--- src/rtl/bin2bcd_seq.sv ---
`default_nettype none
// ============================================================================
//  Module      : bin2bcd_seq
//  Description : Sequential binary-to-BCD converter (shift-add-3 / double
//                dabble), one iteration per clock. Inputs above the largest
//                representable decimal value saturate to all-nines and
//                raise overflow.
//  Ports       : clk      - clock, rising edge
//                rst_n    - asynchronous active-low reset
//                start    - conversion request, honoured only when idle
//                bin_in   - unsigned binary value, captured on accepted start
//                busy     - high while converting
//                done     - one-cycle pulse when bcd_out updates
//                bcd_out  - packed BCD result, ones digit in [3:0]
//                overflow - last accepted bin_in exceeded 10^DIGITS-1
//  Revision    : 1.0 - initial release
// ============================================================================
module bin2bcd_seq #(
    parameter int BIN_W  = 16,
    parameter int DIGITS = 4
) (
    input  logic                  clk,
    input  logic                  rst_n,
    input  logic                  start,
    input  logic [BIN_W-1:0]      bin_in,
    output logic                  busy,
    output logic                  done,
    output logic [4*DIGITS-1:0]   bcd_out,
    output logic                  overflow
);

    localparam int c_bcd_w = 4 * DIGITS;
    localparam int c_cnt_w = $clog2(BIN_W + 1);

    function automatic logic [63:0] pow10_minus1(input int n);
        logic [63:0] p;
        p = 64'd1;
        for (int i = 0; i < n; i++) begin
            p = p * 64'd10;
        end
        return p - 64'd1;
    endfunction

    localparam logic [63:0]        c_max_dec = pow10_minus1(DIGITS);
    localparam logic [c_cnt_w-1:0] c_last    = c_cnt_w'(BIN_W - 1);

    typedef enum logic [0:0] {
        S_IDLE    = 1'b0,
        S_CONVERT = 1'b1
    } state_t;

    state_t               r_state;
    state_t               w_next_state;
    logic                 w_load;
    logic                 w_step;
    logic                 w_last;

    logic [BIN_W-1:0]     r_shift;
    logic [c_bcd_w-1:0]   r_scratch;
    logic [c_cnt_w-1:0]   r_cnt;
    logic [c_bcd_w-1:0]   r_bcd;
    logic                 r_done;
    logic                 r_overflow;

    logic                 w_over;
    logic [BIN_W-1:0]     w_sat;
    logic [c_bcd_w-1:0]   w_adj;
    logic [c_bcd_w-1:0]   w_scratch_nxt;

    // If 10^DIGITS-1 does not fit in BIN_W bits, w_over can never be true,
    // so the truncated slice of c_max_dec below is never selected.
    assign w_over = (64'(bin_in) > c_max_dec);
    assign w_sat  = w_over ? c_max_dec[BIN_W-1:0] : bin_in;

    // Per-digit add-3 correction; each digit is independent (no carries).
    generate
        for (genvar d = 0; d < DIGITS; d++) begin : g_digit
            always_comb begin
                w_adj[4*d +: 4] = r_scratch[4*d +: 4];
                if (r_scratch[4*d +: 4] >= 4'd5) begin
                    w_adj[4*d +: 4] = r_scratch[4*d +: 4] + 4'd3;
                end
            end
        end
    endgenerate

    // Shift the corrected scratch and the binary register left as one word.
    assign w_scratch_nxt = {w_adj[c_bcd_w-2:0], r_shift[BIN_W-1]};

    always_ff @(posedge clk or negedge rst_n) begin
        if (!rst_n) begin
            r_state <= S_IDLE;
        end else begin
            r_state <= w_next_state;
        end
    end

    always_comb begin
        w_next_state = r_state;
        w_load       = 1'b0;
        w_step       = 1'b0;
        w_last       = 1'b0;
        case (r_state)
            S_IDLE: begin
                if (start) begin
                    w_load       = 1'b1;
                    w_next_state = S_CONVERT;
                end
            end
            S_CONVERT: begin
                w_step = 1'b1;
                if (r_cnt == c_last) begin
                    w_last       = 1'b1;
                    w_next_state = S_IDLE;
                end
            end
            default: w_next_state = S_IDLE;
        endcase
    end

    always_ff @(posedge clk or negedge rst_n) begin
        if (!rst_n) begin
            r_shift    <= '0;
            r_scratch  <= '0;
            r_cnt      <= '0;
            r_bcd      <= '0;
            r_done     <= 1'b0;
            r_overflow <= 1'b0;
        end else begin
            r_done <= 1'b0;
            if (w_load) begin
                r_shift    <= w_sat;
                r_scratch  <= '0;
                r_cnt      <= '0;
                r_overflow <= w_over;
            end else if (w_step) begin
                r_scratch <= w_scratch_nxt;
                r_shift   <= r_shift << 1;
                r_cnt     <= r_cnt + c_cnt_w'(1);
                // Only the completed value is ever exposed on bcd_out.
                if (w_last) begin
                    r_bcd  <= w_scratch_nxt;
                    r_done <= 1'b1;
                end
            end
        end
    end

    assign busy     = (r_state == S_CONVERT);
    assign done     = r_done;
    assign bcd_out  = r_bcd;
    assign overflow = r_overflow;

endmodule
`default_nettype wire

--- config.mk ---
export PLATFORM = sky130hd
export DESIGN_NAME = bin2bcd_seq
export DESIGN_NICKNAME = d
export VERILOG_FILES = /design/src/rtl/bin2bcd_seq.sv
export SDC_FILE = /design/constraint.sdc
export NUM_CORES = 1
export LEC_CHECK = 0
export ABC_AREA = 1
export CAP_MARGIN = 30
export CORE_ASPECT_RATIO = 1.2
export CORE_MARGIN = 2
export CORE_UTILIZATION = 35
export DETAILED_ROUTE_END_ITERATION = 10
export GPL_TIMING_DRIVEN = 0
export HOLD_SLACK_MARGIN = 0.12
export PLACE_DENSITY = 0.63
export SYNTH_ARGS = -nofsm -noshare
export SYNTH_HDL_FRONTEND = slang
export SYNTH_SLANG_ARGS = --single-unit
--- constraint.sdc ---
create_clock -name clk -period 1.5 [get_ports clk]
set_input_delay 0.225 -clock clk [delete_from_list [all_inputs] [get_ports clk]]
set_output_delay 0.225 -clock clk [all_outputs]
set_load 0.01 [all_outputs]
### Yosys cells after proc, flatten, opt, wreduce, memory -nomap -nowiden

Cells that the tools add are included.

| cells by class | value |
|---|---|
| add/sub/neg operators | 5 |
| $lt $le $gt $ge | 5 |
| equality and inequality tests | 1 |
| muxes and demuxes | 21 |
| bitwise logic cells | 2 |
| reductions and logical operators | 2 |

Operators by type and width:

| kind | count |
|---|---|
| 16-bit two-way mux | 5 |
| 4-bit by 3-bit greater-or-equal comparator with 1-bit output, second input constant | 4 |
| 16-bit by 14-bit greater-than comparator with 1-bit output, second input constant | 1 |
| 4-bit by 2-bit adder with 4-bit output, second input constant | 3 |
| 4-bit two-way mux | 3 |
| 5-bit two-way mux | 2 |
| 1-bit two-way mux | 9 |
| 5-bit by 1-bit adder with 5-bit output, second input constant | 1 |
| 5-bit by 4-bit equality test with 1-bit output, second input constant | 1 |
| 3-bit by 2-bit adder with 3-bit output, second input constant | 1 |
| 3-bit two-way mux | 1 |
| 3-bit AND reduction | 1 |
| 1-bit inverter | 2 |
| 1-bit one-hot mux with 2 select lines | 1 |
| 2-bit nonzero test | 1 |

| word-level totals | value |
|---|---|
| flip-flop bits (word level) | 56 |
| input port bits | 19 |
| output and inout port bits | 19 |
| word-level logic and storage cells | 43 |

### Logic depth before layout (Yosys ltp)

| depth | value |
|---|---|
| depth after elaboration | 6 |
| gate-level depth with buffers | 9 |
| depth with buffers taken out | 9 |

### Worst setup path after synthesis

Ideal clock, no wire load.

| timing | value |
|---|---|
| path kind | flip-flop to flip-flop |
| from | register r_cnt[0] |
| to | register r_bcd[11], in the netlist bcd_out[11] |
| arrival time | 1298 ps |
| data required time | 1376 ps |
| path slack | 78 ps |
| stages on the path, launching flop included | 7 |
| buffers on the path | 1 |
| period minus slack after synthesis | 1422 ps |
| path through | dfrtp_1 ha_1 and3_1 ha_1 nand2_4 buf_2 o21ai_1 |

| on the way | value |
|---|---|
| longest elaborated chain between the ends | 4 |

RTL lines:

| item | line | source |
|---|---|---|
| start: declaration | 60 | `logic [c_cnt_w-1:0] r_cnt;` |
| start signal: assignment | 139 | `r_cnt <= r_cnt + c_cnt_w'(1);` |
| 5-bit by 4-bit equality test with 1-bit output | 112 | `if (r_cnt == c_last) begin` |
| 1-bit two-way mux | 112 |  |
| 1-bit two-way mux | 103 | `case (r_state)` |
| 3-bit AND reduction (no source line) | - |  |
| end signal: assignment | 142 | `r_bcd <= w_scratch_nxt;` |
| end: declaration | 61 | `logic [c_bcd_w-1:0] r_bcd;` |

Every way passes these cells.
A chain may end at the register's enable or synchronous reset.

### Worst setup path after layout

| timing | value |
|---|---|
| from | register r_bcd[6], in the netlist bcd_out[6] |
| to | output port bcd_out[6] |

RTL lines:

| item | line | source |
|---|---|---|
| end: declaration | 28 | `output logic [4*DIGITS-1:0] bcd_out,` |

No word-level cell between the ends.

==> flow_summary.json <==
{
  "fp.dieArea_mm2": 0.00832,
  "sequentialPowerShare_pct": 39.1,
  "grt_setup_unrepaired": "yes",
  "final_common_cell": "nand2_1",
  "gp_congestion": 0.800,
  "cts_tree": "built",
  "num_vias": 2113,
  "drt_iter0_markers": 112,
  "multi_input_area_mm2": 0.00111,
  "place_inst": 416,
  "path_max_fanout": 2,
  "synth-seq-cells": 56,
  "grtUsageTotal_pct": 14.6,
  "arrival_ns": 1.23,
  "grt-ovfl-total": 0,
  "synth_cell_types": 28,
  "yosysTopAreaCell": "dfrtp_1",
  "finalHoldViolCount": 0,
  "numClockSinks": 56,
  "leakagePower_nw": 1.64,
  "utilization_pct": 46.8,
  "grt_pass1_wl_um": 9830,
  "initial_utilization_pct": 36.4,
  "synthCells": 288,
  "seq_area_frac_synth_pct": 52.6,
  "drv_slew": 0,
  "io-pin-count": 38,
  "rows": 34,
  "net-switching-power_w": 0.00264,
  "die_w_um": 83.6,
  "cts_max_level": 2,
  "grt_max_degree": 41,
  "synth_nets": 317,
  "synth_top_cell_area_share_pct": 52.6,
  "cp_cell_sequence": "clkdlybuf4s50_1",
  "first_pass_iters": 4,
  "intPower_w": 0.00409,
  "hpwlAfterDp_um": 4040,
  "slowest_delay_ns": 0.54,
  "critPathCaptureType": "output pin",
  "ir_drop_mv": 0.713,
  "setup_viol": 0,
  "fin_skew_ns": 0.00524,
  "cts_root_buf": "clkbuf_8",
  "critPathKind": "flop to output pin",
  "portBuffers": 37,
  "cp_num_buf_inv": 1,
  "worst_pin_slew_ns": 0.425,
  "cp_top_family": "buffers and inverters",
  "max_slew_margin_pct": 71.7,
  "fin_cells": 433,
  "pwr-share-comb_pct": 48.0,
  "cts.clk_slew.worst_paths_ns": 0.10,
  "die_height_um": 99.5,
  "cp_slowest_cell": "clkdlybuf4s50_1",
  "synth_area_mm2": 0.00266,
  "grt_util_met2_pct": 26.4,
  "outcome": "completed",
  "top_usage_layer": "met2",
  "core_region_area_mm2": 0.00732,
  "critPathRequiredTime_ns": 1.27,
  "grt_pass1_vias": 2127,
  "final_cell_mix": "nand2_1 (72), dfrtp_1 (55), clkdlybuf4s50_1 (34), inv_1 (26), o21ai_0 (20)",
  "route.detailed.drc": 0,
  "cts_made_buffers": 5,
  "hold_class": "primary input to async pin",
  "diodes": 0,
  "clock_latency_ns": 0.31,
  "cp-start-kind": "flop",
  "ctsLongestPathBuffers": 2,
  "wl_um": 5760,
  "fin_crit_sh_pct": 96.8,
  "syn_area_per_cell_um2": 9.24,
  "drive_above_1_share_pct": 14.9,
  "clkPwrFrac_pct": 12.9,
  "nets": 371,
  "routed_via_density": 4.88,
  "yosysWarnings": 0,
  "power_density_mw_per_mm2": 1970,
  "swShare_pct": 39.2,
  "regArea_mm2": 0.00140,
  "maxCapViolCount": 0,
  "fillCellCount": 731,
  "fmax_ghz": 0.689,
  "grt.met1_usage_pct": 17.4,
  "fin_crit_ns": 1.45,
  "synth_area_leaders": "dfrtp_1 (53%), nand2_1 (10%), ha_1 (4.7%), o21ai_0 (4.5%), inv_1 (3.7%)",
  "syn_to_final_growth_pct": 28.6,
  "antenna_left": 0,
  "met3_usage_pct": 3.24,
  "wire_per_inst_um": 13.3,
  "antenna_found_initial": 0
}
-- flip-flops by register name, summed over array words and instances (netlist names) --
signal / cells
done: 1
r_scratch: 16
overflow: 1
busy: 1
bcd_out: 16
r_cnt: 5
r_shift: 16
-- layout make-up --
class	instances	share of cell area, %
Clock inverter	1	0.219
Sequential cell	56	41.0
Multi-Input combinational cell	193	32.6
Tap cell	90	3.29
Timing Repair Buffer	47	14.4
Inverter	29	3.22
Clock buffer	7	2.52
Buffer	10	2.85
-- Yosys cell counts --
library cell / count
nor2_2: 2
inv_1: 26
nor2_1: 12
a31oi_1: 1
nand2_2: 1
buf_2: 5
clkinv_2: 1
ha_1: 10
o22ai_1: 10
o21ai_0: 24
o22ai_2: 4
o21ai_1: 17
nand3_1: 7
inv_2: 2
nand3_2: 3
nand2_1: 73
buf_6: 4
a22oi_1: 7
dfrtp_1: 56
xor2_1: 5
nor3_1: 1
a21oi_1: 9
nand4_1: 1
nor2_8: 1
and3_1: 1
nand2_4: 3
buf_4: 1
a22o_1: 1
-- cells by family (layout without fill, tap and decap cells) --
logic type / after synthesis / after routing / synth area share, %
compound gates: 73 / 73 / 16.2
xor+xnor: 5 / 5 / 1.64
fa+ha+maj: 10 / 10 / 4.70
buf+inv: 39 / 94 / 7.05
flops: 56 / 56 / 52.6
simple gates: 105 / 105 / 17.8
-- path summary, 6_finish.rpt --
path	from	end	slack [ns]	cells past startpoint
worst max-delay path	bcd_out[6]	bcd_out[6]	0.05	1
worst min-delay path	rst_n	bcd_out[5]	0.37	2
worst max register to register	r_cnt[1]	bcd_out[6]	0.07	7
worst min register to register	bcd_out[13]	bcd_out[13]	0.49	2
max in group asynchronous	rst_n	r_shift[12]	0.58	3
min in group clk	bcd_out[13]	bcd_out[13]	0.49	2
-- repair_timing --
| action | CTS | global route |
|---|---|---|
| gates resized for setup | 7 | 14 |
| buffers inserted | 3 | 3 |
| gates cloned | 0 | 2 |
| endpoints found under the hold margin | 16 | 0 |
| endpoints found under the setup margin | 17 | 19 |
| hold buffers | 1 | 0 |
| pin swaps | 1 | 1 |
-- power by group through the flow --
stage	sequential (W)	clock, W	combinational (W)
2_1_floorplan	0.00267	0	0.00194
3_3_place_gp	0.00264	0	0.00289
3_5_place_dp	0.00267	0	0.00299
4_1_cts	0.00264	0.000894	0.00305
5_1_grt	0.00273	0.000960	0.00370
6_report	0.00263	0.000869	0.00324
-- routing by layer --
metal / share of wire [%] / vias up / wire length (µm)
met2: 52 / 42 / 2980
met3: 3.8 / 6 / 216
met1: 43 / 1010 / 2480
met5: 0 / - / 0
met4: 1.3 / 0 / 77
li1: - / 1055 / -
-- metrics by stage --
| step | total power, W | setup TNS (ns) | setup slack, ns | hold WS, ns | cell area [µm²] |
|---|---|---|---|---|---|
| 2_1_floorplan | 0.00461 | 0 | 0.0781 | -0.0706 | 2660 |
| 3_3_place_gp | 0.00554 | -88.45 | -1.56 | 0.464 | 3150 |
| 3_5_place_dp | 0.00566 | -1.59 | -0.139 | 0.183 | 3160 |
| 4_1_cts | 0.00659 | 0 | 0.0216 | 0.374 | 3300 |
| 5_1_grt | 0.00739 | -0.0208 | -0.0200 | 0.385 | 3420 |
| 6_report | 0.00674 | 0 | 0.0478 | 0.370 | 3420 |
(Power assumes the default switching activity.)
